$ cat src/rtl/port_bank.sv
// Three ext->core and three core->ext FIFOs with strobe-edge core access.
// Optional PORT_BANK_ERR_CNT_EN adds a saturating err_cnt output.
module port_bank #(
  parameter int DEPTH = 4,
  parameter int WIDTH = 32
) (
  input  logic             lclock,
  input  logic             reset_n,
  input  logic             core_read,
  input  logic [1:0]       core_in_addr,
  output logic [2:0]       core_in_ready,
  output logic [WIDTH-1:0] core_data_in,
  input  logic             core_write,
  input  logic [1:0]       core_out_addr,
  input  logic [WIDTH-1:0] core_data_out,
  output logic [2:0]       core_out_ready,
  input  logic             ext_wr_en,
  input  logic [1:0]       ext_wr_port,
  input  logic [WIDTH-1:0] ext_wr_data,
  output logic             ext_wr_full,
  input  logic             ext_rd_en,
  input  logic [1:0]       ext_rd_port,
  output logic [WIDTH-1:0] ext_rd_data,
  output logic             ext_rd_empty,
  output logic             err
`ifdef PORT_BANK_ERR_CNT_EN
  ,
  output logic [7:0]       err_cnt
`endif
);

  localparam int AW = (DEPTH > 1) ? $clog2(DEPTH) : 1;
  localparam logic [AW-1:0] PONE = 1;
  localparam logic [AW:0]   CONE = 1;
  localparam logic [AW:0]   CFULL = DEPTH[AW:0];

  logic [WIDTH-1:0] r_in_mem  [3][DEPTH];
  logic [WIDTH-1:0] r_out_mem [3][DEPTH];
  logic [AW-1:0]    r_in_wp   [3];
  logic [AW-1:0]    r_in_rp   [3];
  logic [AW:0]      r_in_cnt  [3];
  logic [AW-1:0]    r_out_wp  [3];
  logic [AW-1:0]    r_out_rp  [3];
  logic [AW:0]      r_out_cnt [3];

  logic r_read_q;
  logic r_write_q;
  logic r_rd_arm;
  logic r_wr_arm;
  logic r_err;

  logic       w_rd_fall;
  logic       w_wr_fall;
  logic [2:0] w_in_full;
  logic [2:0] w_in_empty;
  logic [2:0] w_out_full;
  logic [2:0] w_out_empty;
  logic [2:0] w_in_push;
  logic [2:0] w_in_pop;
  logic [2:0] w_out_push;
  logic [2:0] w_out_pop;
  logic       w_rd_err;
  logic       w_wr_err;

  // A strobe held high across reset never arms, so its fall is ignored.
  assign w_rd_fall = r_read_q & ~core_read & r_rd_arm;
  assign w_wr_fall = r_write_q & ~core_write & r_wr_arm;

  // Per-FIFO status and push/pop decisions; a pop frees room for a push.
  always_comb begin
    w_in_full   = '0;
    w_in_empty  = '0;
    w_out_full  = '0;
    w_out_empty = '0;
    w_in_push   = '0;
    w_in_pop    = '0;
    w_out_push  = '0;
    w_out_pop   = '0;
    for (int i = 0; i < 3; i++) begin
      w_in_full[i]   = (r_in_cnt[i] == CFULL);
      w_in_empty[i]  = (r_in_cnt[i] == '0);
      w_out_full[i]  = (r_out_cnt[i] == CFULL);
      w_out_empty[i] = (r_out_cnt[i] == '0);
      w_in_pop[i]    = w_rd_fall && (core_in_addr == 2'(i))
                       && !w_in_empty[i];
      w_in_push[i]   = ext_wr_en && (ext_wr_port == 2'(i))
                       && (!w_in_full[i] || w_in_pop[i]);
      w_out_pop[i]   = ext_rd_en && (ext_rd_port == 2'(i))
                       && !w_out_empty[i];
      w_out_push[i]  = w_wr_fall && (core_out_addr == 2'(i))
                       && (!w_out_full[i] || w_out_pop[i]);
    end
  end

  assign w_rd_err = w_rd_fall & ~|w_in_pop;
  assign w_wr_err = w_wr_fall & ~|w_out_push;

  // Strobe history, arming and the sticky error flag.
  always_ff @(posedge lclock or negedge reset_n) begin
    if (!reset_n) begin
      r_read_q  <= 1'b0;
      r_write_q <= 1'b0;
      r_rd_arm  <= 1'b0;
      r_wr_arm  <= 1'b0;
      r_err     <= 1'b0;
    end else begin
      r_read_q  <= core_read;
      r_write_q <= core_write;
      if (!core_read)  r_rd_arm <= 1'b1;
      if (!core_write) r_wr_arm <= 1'b1;
      if (w_rd_err || w_wr_err) r_err <= 1'b1;
    end
  end

  // Pointers and counts for all six FIFOs.
  always_ff @(posedge lclock or negedge reset_n) begin
    if (!reset_n) begin
      for (int i = 0; i < 3; i++) begin
        r_in_wp[i]   <= '0;
        r_in_rp[i]   <= '0;
        r_in_cnt[i]  <= '0;
        r_out_wp[i]  <= '0;
        r_out_rp[i]  <= '0;
        r_out_cnt[i] <= '0;
      end
    end else begin
      for (int i = 0; i < 3; i++) begin
        if (w_in_push[i]) r_in_wp[i] <= r_in_wp[i] + PONE;
        if (w_in_pop[i])  r_in_rp[i] <= r_in_rp[i] + PONE;
        if (w_in_push[i] && !w_in_pop[i])
          r_in_cnt[i] <= r_in_cnt[i] + CONE;
        else if (!w_in_push[i] && w_in_pop[i])
          r_in_cnt[i] <= r_in_cnt[i] - CONE;
        if (w_out_push[i]) r_out_wp[i] <= r_out_wp[i] + PONE;
        if (w_out_pop[i])  r_out_rp[i] <= r_out_rp[i] + PONE;
        if (w_out_push[i] && !w_out_pop[i])
          r_out_cnt[i] <= r_out_cnt[i] + CONE;
        else if (!w_out_push[i] && w_out_pop[i])
          r_out_cnt[i] <= r_out_cnt[i] - CONE;
      end
    end
  end

  // Storage carries no reset; contents are don't-care when empty.
  always_ff @(posedge lclock) begin
    for (int i = 0; i < 3; i++) begin
      if (w_in_push[i])
        r_in_mem[i][r_in_wp[i]] <= ext_wr_data;
      if (w_out_push[i])
        r_out_mem[i][r_out_wp[i]] <= core_data_out;
    end
  end

  // Head words and per-port status for the addressed FIFOs.
  always_comb begin
    core_data_in = '0;
    ext_rd_data  = '0;
    ext_wr_full  = 1'b1;
    ext_rd_empty = 1'b1;
    for (int i = 0; i < 3; i++) begin
      if (core_in_addr == 2'(i) && !w_in_empty[i])
        core_data_in = r_in_mem[i][r_in_rp[i]];
      if (ext_rd_port == 2'(i) && !w_out_empty[i])
        ext_rd_data = r_out_mem[i][r_out_rp[i]];
      if (ext_wr_port == 2'(i))
        ext_wr_full = w_in_full[i];
      if (ext_rd_port == 2'(i))
        ext_rd_empty = w_out_empty[i];
    end
  end

  assign core_in_ready  = ~w_in_empty;
  assign core_out_ready = ~w_out_full;
  assign err            = r_err;

`ifdef PORT_BANK_ERR_CNT_EN
  logic [7:0] r_err_cnt;
  logic [1:0] w_err_n;
  logic [8:0] w_cnt_sum;

  assign w_err_n   = {1'b0, w_rd_err} + {1'b0, w_wr_err};
  assign w_cnt_sum = {1'b0, r_err_cnt} + {7'b0, w_err_n};

  // Saturating count of core protocol errors.
  always_ff @(posedge lclock or negedge reset_n) begin
    if (!reset_n) r_err_cnt <= '0;
    else          r_err_cnt <= w_cnt_sum[8] ? 8'hFF : w_cnt_sum[7:0];
  end

  assign err_cnt = r_err_cnt;
`endif

endmodule

$ cat config.mk
export PLATFORM = sky130hd
export DESIGN_NAME = port_bank
export DESIGN_NICKNAME = d
export VERILOG_FILES = /design/src/rtl/port_bank.sv
export SDC_FILE = /design/constraint.sdc
export NUM_CORES = 1
export LEC_CHECK = 0
export CAP_MARGIN = 20
export CORE_ASPECT_RATIO = 1.4
export CORE_MARGIN = 1.5
export CORE_UTILIZATION = 30
export CTS_CLUSTER_SIZE = 8
export DETAILED_ROUTE_END_ITERATION = 12
export DONT_BUFFER_PORTS = 1
export PLACE_DENSITY = 0.51
export SLEW_MARGIN = 20
export SYNTH_ARGS = -nofsm -noshare
export SYNTH_HDL_FRONTEND = slang
export SYNTH_SLANG_ARGS = --single-unit
$ cat constraint.sdc
create_clock -name lclock -period 5.1 [get_ports lclock]
set_input_delay 1.02 -clock lclock [delete_from_list [all_inputs] [get_ports lclock]]
set_output_delay 1.02 -clock lclock [all_outputs]
set_load 0.005 [all_outputs]
==> results of run 1 <==
## metal layers
layer | vias up | track usage | part of all wire
li1 | 6071 | - | -
met1 | 7587 | 0.150 | 0.38
met2 | 368 | 0.243 | 0.53
met3 | 110 | 0.0455 | 0.077
met4 | 2 | 0.0404 | 0.021
met5 | - | 0 | 0.00018
## registers in the layout, summed over array words and instances, names as in the netlist
| name | cells |
|---|---|
| r_in_wp | 6 |
| r_read_q | 1 |
| err | 1 |
| r_in_cnt | 9 |
| r_out_rp | 6 |
| r_out_cnt | 9 |
| r_in_mem | 384 |
| r_out_wp | 6 |
| r_wr_arm | 1 |
| r_rd_arm | 1 |
| r_in_rp | 6 |
| r_out_mem | 384 |
| r_write_q | 1 |
## synthesized netlist by cell type, drive strengths merged, types with 2 or more instances
master	n	area, µm²
inv	55	206
nand3b	5	53.8
o21ai	33	165
edfxtp	768	23100
nand3	4	20.0
nor2b	33	214
dfrtp	47	1180
clkbuf	28	115
and2	25	159
nand2	9	33.8
fa	6	120
mux2	12	143
nor3	5	25.0
a21oi	2	10.0
mux4	192	4380
ha	30	375
buf	45	358
a311oi	2	35.0
xnor2	24	210
nand2b	4	25.0
a221o	32	320
xor2	12	105
a22oi	32	240
or3	4	40.0
nor2	17	63.8
## worst max-delay path, stage by stage (launching register included)
cell	delay, ns
dfrtp_2	1.01
buf_4	0.30
mux4_2	0.50
a221o_1	0.46
## area by class of cell
| class | instances | share of cell area |
|---|---|---|
| timing repair buffer | 32 | 0.00678 |
| clock buffer | 160 | 0.0819 |
| sequential | 815 | 0.664 |
| inverter | 55 | 0.00565 |
| tap | 1358 | 0.0465 |
| clock inverter | 9 | 0.00517 |
| multi-input combinational | 499 | 0.190 |
## stage by stage
step,cell area [µm²],power (µW),instances
after floorplan,31800,11200,1442
after detailed placement,33300,12300,2756
final,36500,18900,2928
after CTS,36500,19200,2928
after global routing,36500,19700,2928
after global placement,33300,12200,2756
## what timing repair did
| action | CTS | global route |
|---|---|---|
| endpoints found under the hold margin | 13 | 0 |
| setup buffers | 0 | 0 |
| setup endpoints to repair | 0 | 0 |
| hold buffers | 3 | 0 |
## path summary, 6_finish.rpt
kind                                  start          endpoint  slack [ns]  cells past startpoint
max in group asynchronous           reset_n        r_in_rp[3]        3.51                      1
worst min register to register     r_wr_arm          r_wr_arm        0.47                      1
min in group lclock               core_read          r_read_q        0.37                      0
worst min-delay path                reset_n         r_write_q        0.06                      0
worst max-delay path             r_in_rp[4]  core_data_in[17]        1.11                      3
worst max register to register  r_in_cnt[2]       r_in_cnt[2]        2.20                     10
## cell families (layout without fill, tap and decap cells)
| group | count (synthesis) | count (layout) |
|---|---|---|
| AO/OA/AOI/OAI | 109 | 109 |
| XOR/XNOR | 36 | 36 |
| adder cells (fa/ha/maj) | 36 | 36 |
| buffers and inverters | 128 | 256 |
| flip-flops | 815 | 815 |
| multiplexers | 204 | 204 |
| AND/OR/NAND/NOR | 114 | 114 |
## power by group
group | total [µW] | switching [µW] | internal [µW] | leakage (µW)
logic | 3430 | 1520 | 1900 | 0.00264
registers | 8640 | 850 | 7790 | 0.00746
clock network | 6790 | 2730 | 4060 | 0.00152
==> metrics.md, run 1 <==
| Metric | Value |
|---|---|
| Synth cell types | 57 |
| RSZ-0062 raised after global routing | no |
| Final Net Count | 1629 |
| Total global-route track usage | 0.135 |
| Peak VDD IR | 324 µV |
| CP arrival | 2.97 ns |
| Ant. Diodes | 0 |
| Final setup TNS | 0 ns |
| Num CTS Buffers | 112 |
| Initial Util | 0.302 |
| Largest net degree at the start of global routing | 36 |
| CTS tree | built |
| Iteration-0 DRC Markers | 769 |
| Worst Skew | 0.0483 ns |
| Most common cell after layout, fill and taps aside | edfxtp_1 |
| Max-slew violations | 0 |
| Syn Inst Count | 1442 |
| Largest family of logic cells by synthesized area | multiplexers |
| Slew margin rel. | 0.272 |
| Share of post-route cells with drive strength above 1 | 0.248 |
| Outcome | finished clean |
| Hold WS | 0.0611 ns |
| Sequential fraction of the synthesis area | 0.762 |
| Total clock sinks | 815 |
| Finished Core Util | 0.347 |
| Post-Route WL | 72600 µm |
| Vias in the first global route | 15892 |
| Gp weighted congestion | 0.723 |
| Site Rows | 141 |
| Clock transition at path regs | 0.05 ns |
| Adder-cell area share of the yosys netlist | 0.0156 |
| Hold Path Class | input pin to async pin |
| Mux contribution to synthesized area | 0.142 |
| PwrDens | 516 nW/µm² |
| Multi-input logic area | 6960 µm² |
| Leakage power | 0.0116 µW |
| Clock Path Buffers | 3 |
| Congestion Overflow GR | 0 |
| Setup crit start kind | flip-flop |
| Final WS setup | 1.11 ns |
| Most frequent cells in the layout | 768 x edfxtp_1, 178 x mux4_2, 112 x clkbuf_16, 55 x inv_1, 47 x clkbuf_1 |
| H-tree depth | 3 |
| Final HPWL from detailed placement | 42500 µm |
| Simple-gate area share of the yosys netlist | 0.0225 |
| Syn avg cell area | 22.1 µm² |
| Routed vias | 14138 |
| Tmin final | 3.99 ns |
| Ports | 151 |
| Vias per Instance | 4.83 |
| Global-route wire length before repair | 107000 µm |
| Yosys reg bits | 815 |
| Total number of yosys warnings | 0 |
| Syn_nets | 1556 |
| Worst skew pair latency | 0.69 ns |
| EDFF count, synth | 768 |
| Die X | 278 µm |
| Complex-gate fraction of the synthesized area | 0.0266 |
| Maximum fanout along the worst path | 28 |
| Worst setup path class | flip-flop to output port |
| Routed WL per cell | 24.8 µm |
| Max Clk Rate | 251 MHz |
| Cell Area, Synth | 31800 µm² |
| Least-Margin Pin Slew | 1.09 ns |
| Remaining DRCs | 0 |
| Post-route ant nets | 0 |
| XOR/XNOR Fraction of Synth Area | 0.00991 |
| Ys flop type | edfxtp_1 |
| CP Data Required Time | 4.08 ns |
| Storage element area | 24300 µm² |
| Max cap viols | 0 |
| Fillers | 9730 |
| Buffers on Ports | 0 |
| Antenna violations before repair | 1 |
| Die Span Y | 388 µm |
| Synth async-reset ratio | 0.0577 |
| Pre-CTS setup slack | 1.66 ns |
| CTS Root Cell | clkbuf_16 |
| Detailed Routing Iterations Pass 1 | 5 |
| Final Hold Vio Count | 0 |
| Area Overhead vs Synth | 14.9% |
| CP Capture Type | output port |
| CTS-repair resized insts | 0 |
| Final worst-path cycle share | 0.781 |
| Die area | 108000 µm² |
| Setup-failing EPs final | 0 |
| Core Area | 105000 µm² |
No activity file was read; power rests on OpenSTA's default activity.
==> inputs of run 2 (changes only) <==
--- a/config.mk
+++ b/config.mk
@@ -5,6 +5,7 @@
 export SDC_FILE = /design/constraint.sdc
 export NUM_CORES = 1
 export LEC_CHECK = 0
+export ABC_AREA = 1
 export CAP_MARGIN = 20
 export CORE_ASPECT_RATIO = 1.4
 export CORE_MARGIN = 1.5
==> constraint.sdc (replaced) <==
create_clock -name lclock -period 3.9 [get_ports lclock]
set_input_delay 0.78 -clock lclock [delete_from_list [all_inputs] [get_ports lclock]]
set_output_delay 0.78 -clock lclock [all_outputs]
set_load 0.005 [all_outputs]
==> metrics.md, run 2 <==
| Metric | Value |
|---|---|
| Outcome | finished clean |
| Core Area | 109000 µm² (+3.3%) |
| Final Hold Vio Count | 0 (unchanged) |
| FF-to-FF Start | r_in_cnt[3] |
| Final worst-path cycle share | 0.878 |
| Setup-failing EPs final | 0 (unchanged) |
| Setup crit start kind | flip-flop |
| Synth cell types | 39 (-32%) |
| Site Rows | 143 (+1.4%) |
| Congestion Overflow GR | 0 (unchanged) |
| Total design power | 26200 µW (+39%) |
| Syn_nets | 2780 (+79%) |
| Area leader, netlist | edfxtp_1 |
| Worst Skew | 0.0293 ns (-0.0190 ns) |
| Clock Path Buffers | 3 (unchanged) |
| Worst setup path class | flip-flop to output port |
| Gp weighted congestion | 0.745 (+3.0%) |
| Most common cell after layout, fill and taps aside | edfxtp_1 |
| Sequential fraction of the synthesis area | 0.735 (-0.0274) |
| Remaining DRCs | 0 (unchanged) |
| Cell Area, Synth | 33000 µm² (+3.7%) |
| CTS Hold Buffers Added | 2 (-1) |
| Routed WL per cell | 20.5 µm (-17%) |
| Total clock sinks | 815 (unchanged) |
| Die Span Y | 395 µm (+1.8%) |
| Power Internal | 17300 µW (+26%) |
| Vias per Instance | 4.76 (-1.5%) |
| CP arrival | 2.64 ns (-0.33 ns) |
| Final setup TNS | 0 ns (unchanged) |
| Worst skew pair latency | 0.70 ns (about the same) |
| Least-Margin Pin Slew | 0.930 ns (-0.163 ns) |
| Post-Route WL | 86200 µm (+19%) |
| CTS-repair resized insts | 0 (unchanged) |
| CP Data Required Time | 3.12 ns (-0.96 ns) |
| Most frequent cell after synthesis | edfxtp_1 |
| Die X | 283 µm (+1.8%) |
| Num CTS Buffers | 112 (unchanged) |
| CTS tree | built |
| Ys flop type | edfxtp_1 |
| Die area | 112000 µm² (+3.7%) |
| Hold Path Class | input pin to flip-flop |
| Reg-to-Reg End | r_in_cnt[4] |
| Total number of yosys warnings | 0 (unchanged) |
| Vias in the first global route | 20068 (+26%) |
| Final HPWL from detailed placement | 50100 µm (+18%) |
| Gate power share | 0.262 (+0.080) |
| Syn Inst Count | 2666 (+85%) |
| Top cells by area, synth | edfxtp_1 70%, nand3_1 7.0%, nand2_1 7.0% |
| CP Capture Type | output port |
| Buffers on Ports | 0 (unchanged) |
| Post-route ant nets | 0 (unchanged) |
| Area Overhead vs Synth | 15.1% |
| PwrDens | 690 nW/µm² (+34%) |
| Max Clk Rate | 292 MHz |
| EDFF count, synth | 768 (unchanged) |
| Total global-route track usage | 0.153 (+0.0181) |
| Post-CTS Repair Setup Buffers | 0 (unchanged) |
| Largest net degree at the start of global routing | 67 (+86%) |
| Iteration-0 DRC Markers | 1100 (+43%) |
| Leakage power | 0.0131 µW (+13%) |
| Ant. Diodes | 0 (unchanged) |
| Net Sw Power | 8880 µW (+74%) |
| Clock share of power | 0.334 (-0.026) |
| Syn avg cell area | 12.4 µm² (-44%) |
| Clock transition at path regs | 0.06 ns (about the same) |
| Max-slew violations | 0 (unchanged) |
| Yosys top cell area share | 0.699 (-0.0261) |
| Routed vias | 19992 (+41%) |
| Peak VDD IR | 439 µV (+35%) |
| Worst Setup SP | r_out_rp[1] |
| Reg-to-reg slack, setup | 1.31 ns (-0.89 ns) |
| Global-route wire length before repair | 128000 µm (+20%) |
| Tmin final | 3.42 ns |
| Ports | 151 (unchanged) |
| CTS Root Cell | clkbuf_16 |
| Switching portion of total power | 0.339 (+0.0682) |
| Slew margin rel. | 0.379 (+0.108) |
| Yosys reg bits | 815 (unchanged) |
| H-tree depth | 3 (unchanged) |
| Final Net Count | 2818 (+73%) |
| Detailed Routing Iterations Pass 1 | 4 (-1) |
| Worst Setup EP | ext_rd_data[0] |
| Reg2Reg Depth | 8 (-2) |
| Synth async-reset ratio | 0.0577 (unchanged) |
| Initial Util | 0.303 (+0.00129) |
| Top cells by count, synth | 768 x edfxtp_1, 618 x nand2_1, 464 x nand3_1 |
| Antenna violations before repair | 0 (-1) |
| Maximum fanout along the worst path | 15 (-46%) |
| Reg power frac | 0.404 (-0.054) |
| Share of post-route cells with drive strength above 1 | 0.0963 (-0.152) |
| RSZ-0062 raised after global routing | no |
| Max cap viols | 0 (unchanged) |
| Most frequent cells in the layout | 768 x edfxtp_1, 618 x nand2_1, 464 x nand3_1, 207 x nor2_1, 112 x clkbuf_16 |
==> run 2: cell count changes after synthesis, moves of 32 or more <==
cell,previous run,this run
nor2_1,17,231
buf_2,22,90
o21ai_1,27,93
o21ai_0,6,111
nand2_1,9,618
a22oi_1,32,0
mux4_2,178,0
nand3_1,4,464
nor2b_1,32,0
a221o_1,32,0
==> run 2: cell families after synthesis <==
| family | Yosys count | share of synthesized area |
|---|---|---|
| AND/OR/NAND/NOR | 1336 | 0.172 |
| buffers and inverters | 230 | 0.0349 |
| multiplexers | 5 | 0.00171 |
| XOR/XNOR | 25 | 0.00664 |
| AO/OA/AOI/OAI | 219 | 0.0348 |
| adder cells (fa/ha/maj) | 36 | 0.0150 |
| flip-flops | 815 | 0.735 |
==> run 2: critical path, stage by stage, from the launching register on <==
cell and delay, ns:
dfrtp_2 0.36, clkinv_1 0.65, buf_4 0.50, nand3_1 0.19, nand3_1 0.09, nand3_1 0.12
==> run 2: worst min path at each step <==
stage                          start        end  slack (ns)  depth (start not counted)
final                     core_write  r_write_q        0.11                          0
after detailed placement    r_rd_arm   r_rd_arm        0.44                          2
after global routing      core_write  r_write_q        0.08                          0
after CTS                 core_write  r_write_q        0.05                          0
after global placement      r_rd_arm   r_rd_arm        0.44                          2
after floorplan             r_rd_arm   r_rd_arm        0.43                          2
==> run 2: power groups by stage <==
stage          registers (µW)  clock network, µW  logic [µW]
6_report                10600               8760        6870
5_1_grt                 10600               9260        7720
2_1_floorplan           10500                  0        4870
4_1_cts                 10600               8960        7040
3_3_place_gp            10700                  0        6960
3_5_place_dp            10700                  0        7000
==> run 2: routing by layer <==
metal / GRT usage / wire length, µm / vias to the layer above
met5: 0 / 0 / -
met4: 0.0688 / 3020 / 0
met3: 0.0379 / 5180 / 180
met2: 0.291 / 47000 / 507
met1: 0.157 / 31000 / 9886
li1: - / - / 9419
==> run 2: stage by stage <==
step | cells | hold WS (ns) | area, µm² | setup slack, ns | util
after floorplan | 2666 | 0.427 | 33000 | 0.815 | -
after global placement | 4038 | 0.439 | 34800 | 1.02 | 0.320
after detailed placement | 4038 | 0.443 | 34800 | 1.03 | 0.320
after CTS | 4203 | 0.0549 | 38000 | 0.453 | 0.349
after global routing | 4203 | 0.0771 | 38000 | 0.407 | 0.349
final | 4203 | 0.106 | 38000 | 0.478 | 0.349
==> run 2: cell type report <==
| class | count | area [µm²] |
|---|---|---|
| timing repair buffer | 68 | 683 |
| clock inverter | 9 | 146 |
| sequential | 815 | 24300 |
| multi-input combinational | 1621 | 7780 |
| clock buffer | 154 | 2960 |
| fill | 10558 | 70800 |
| inverter | 86 | 323 |
| tap | 1450 | 1810 |
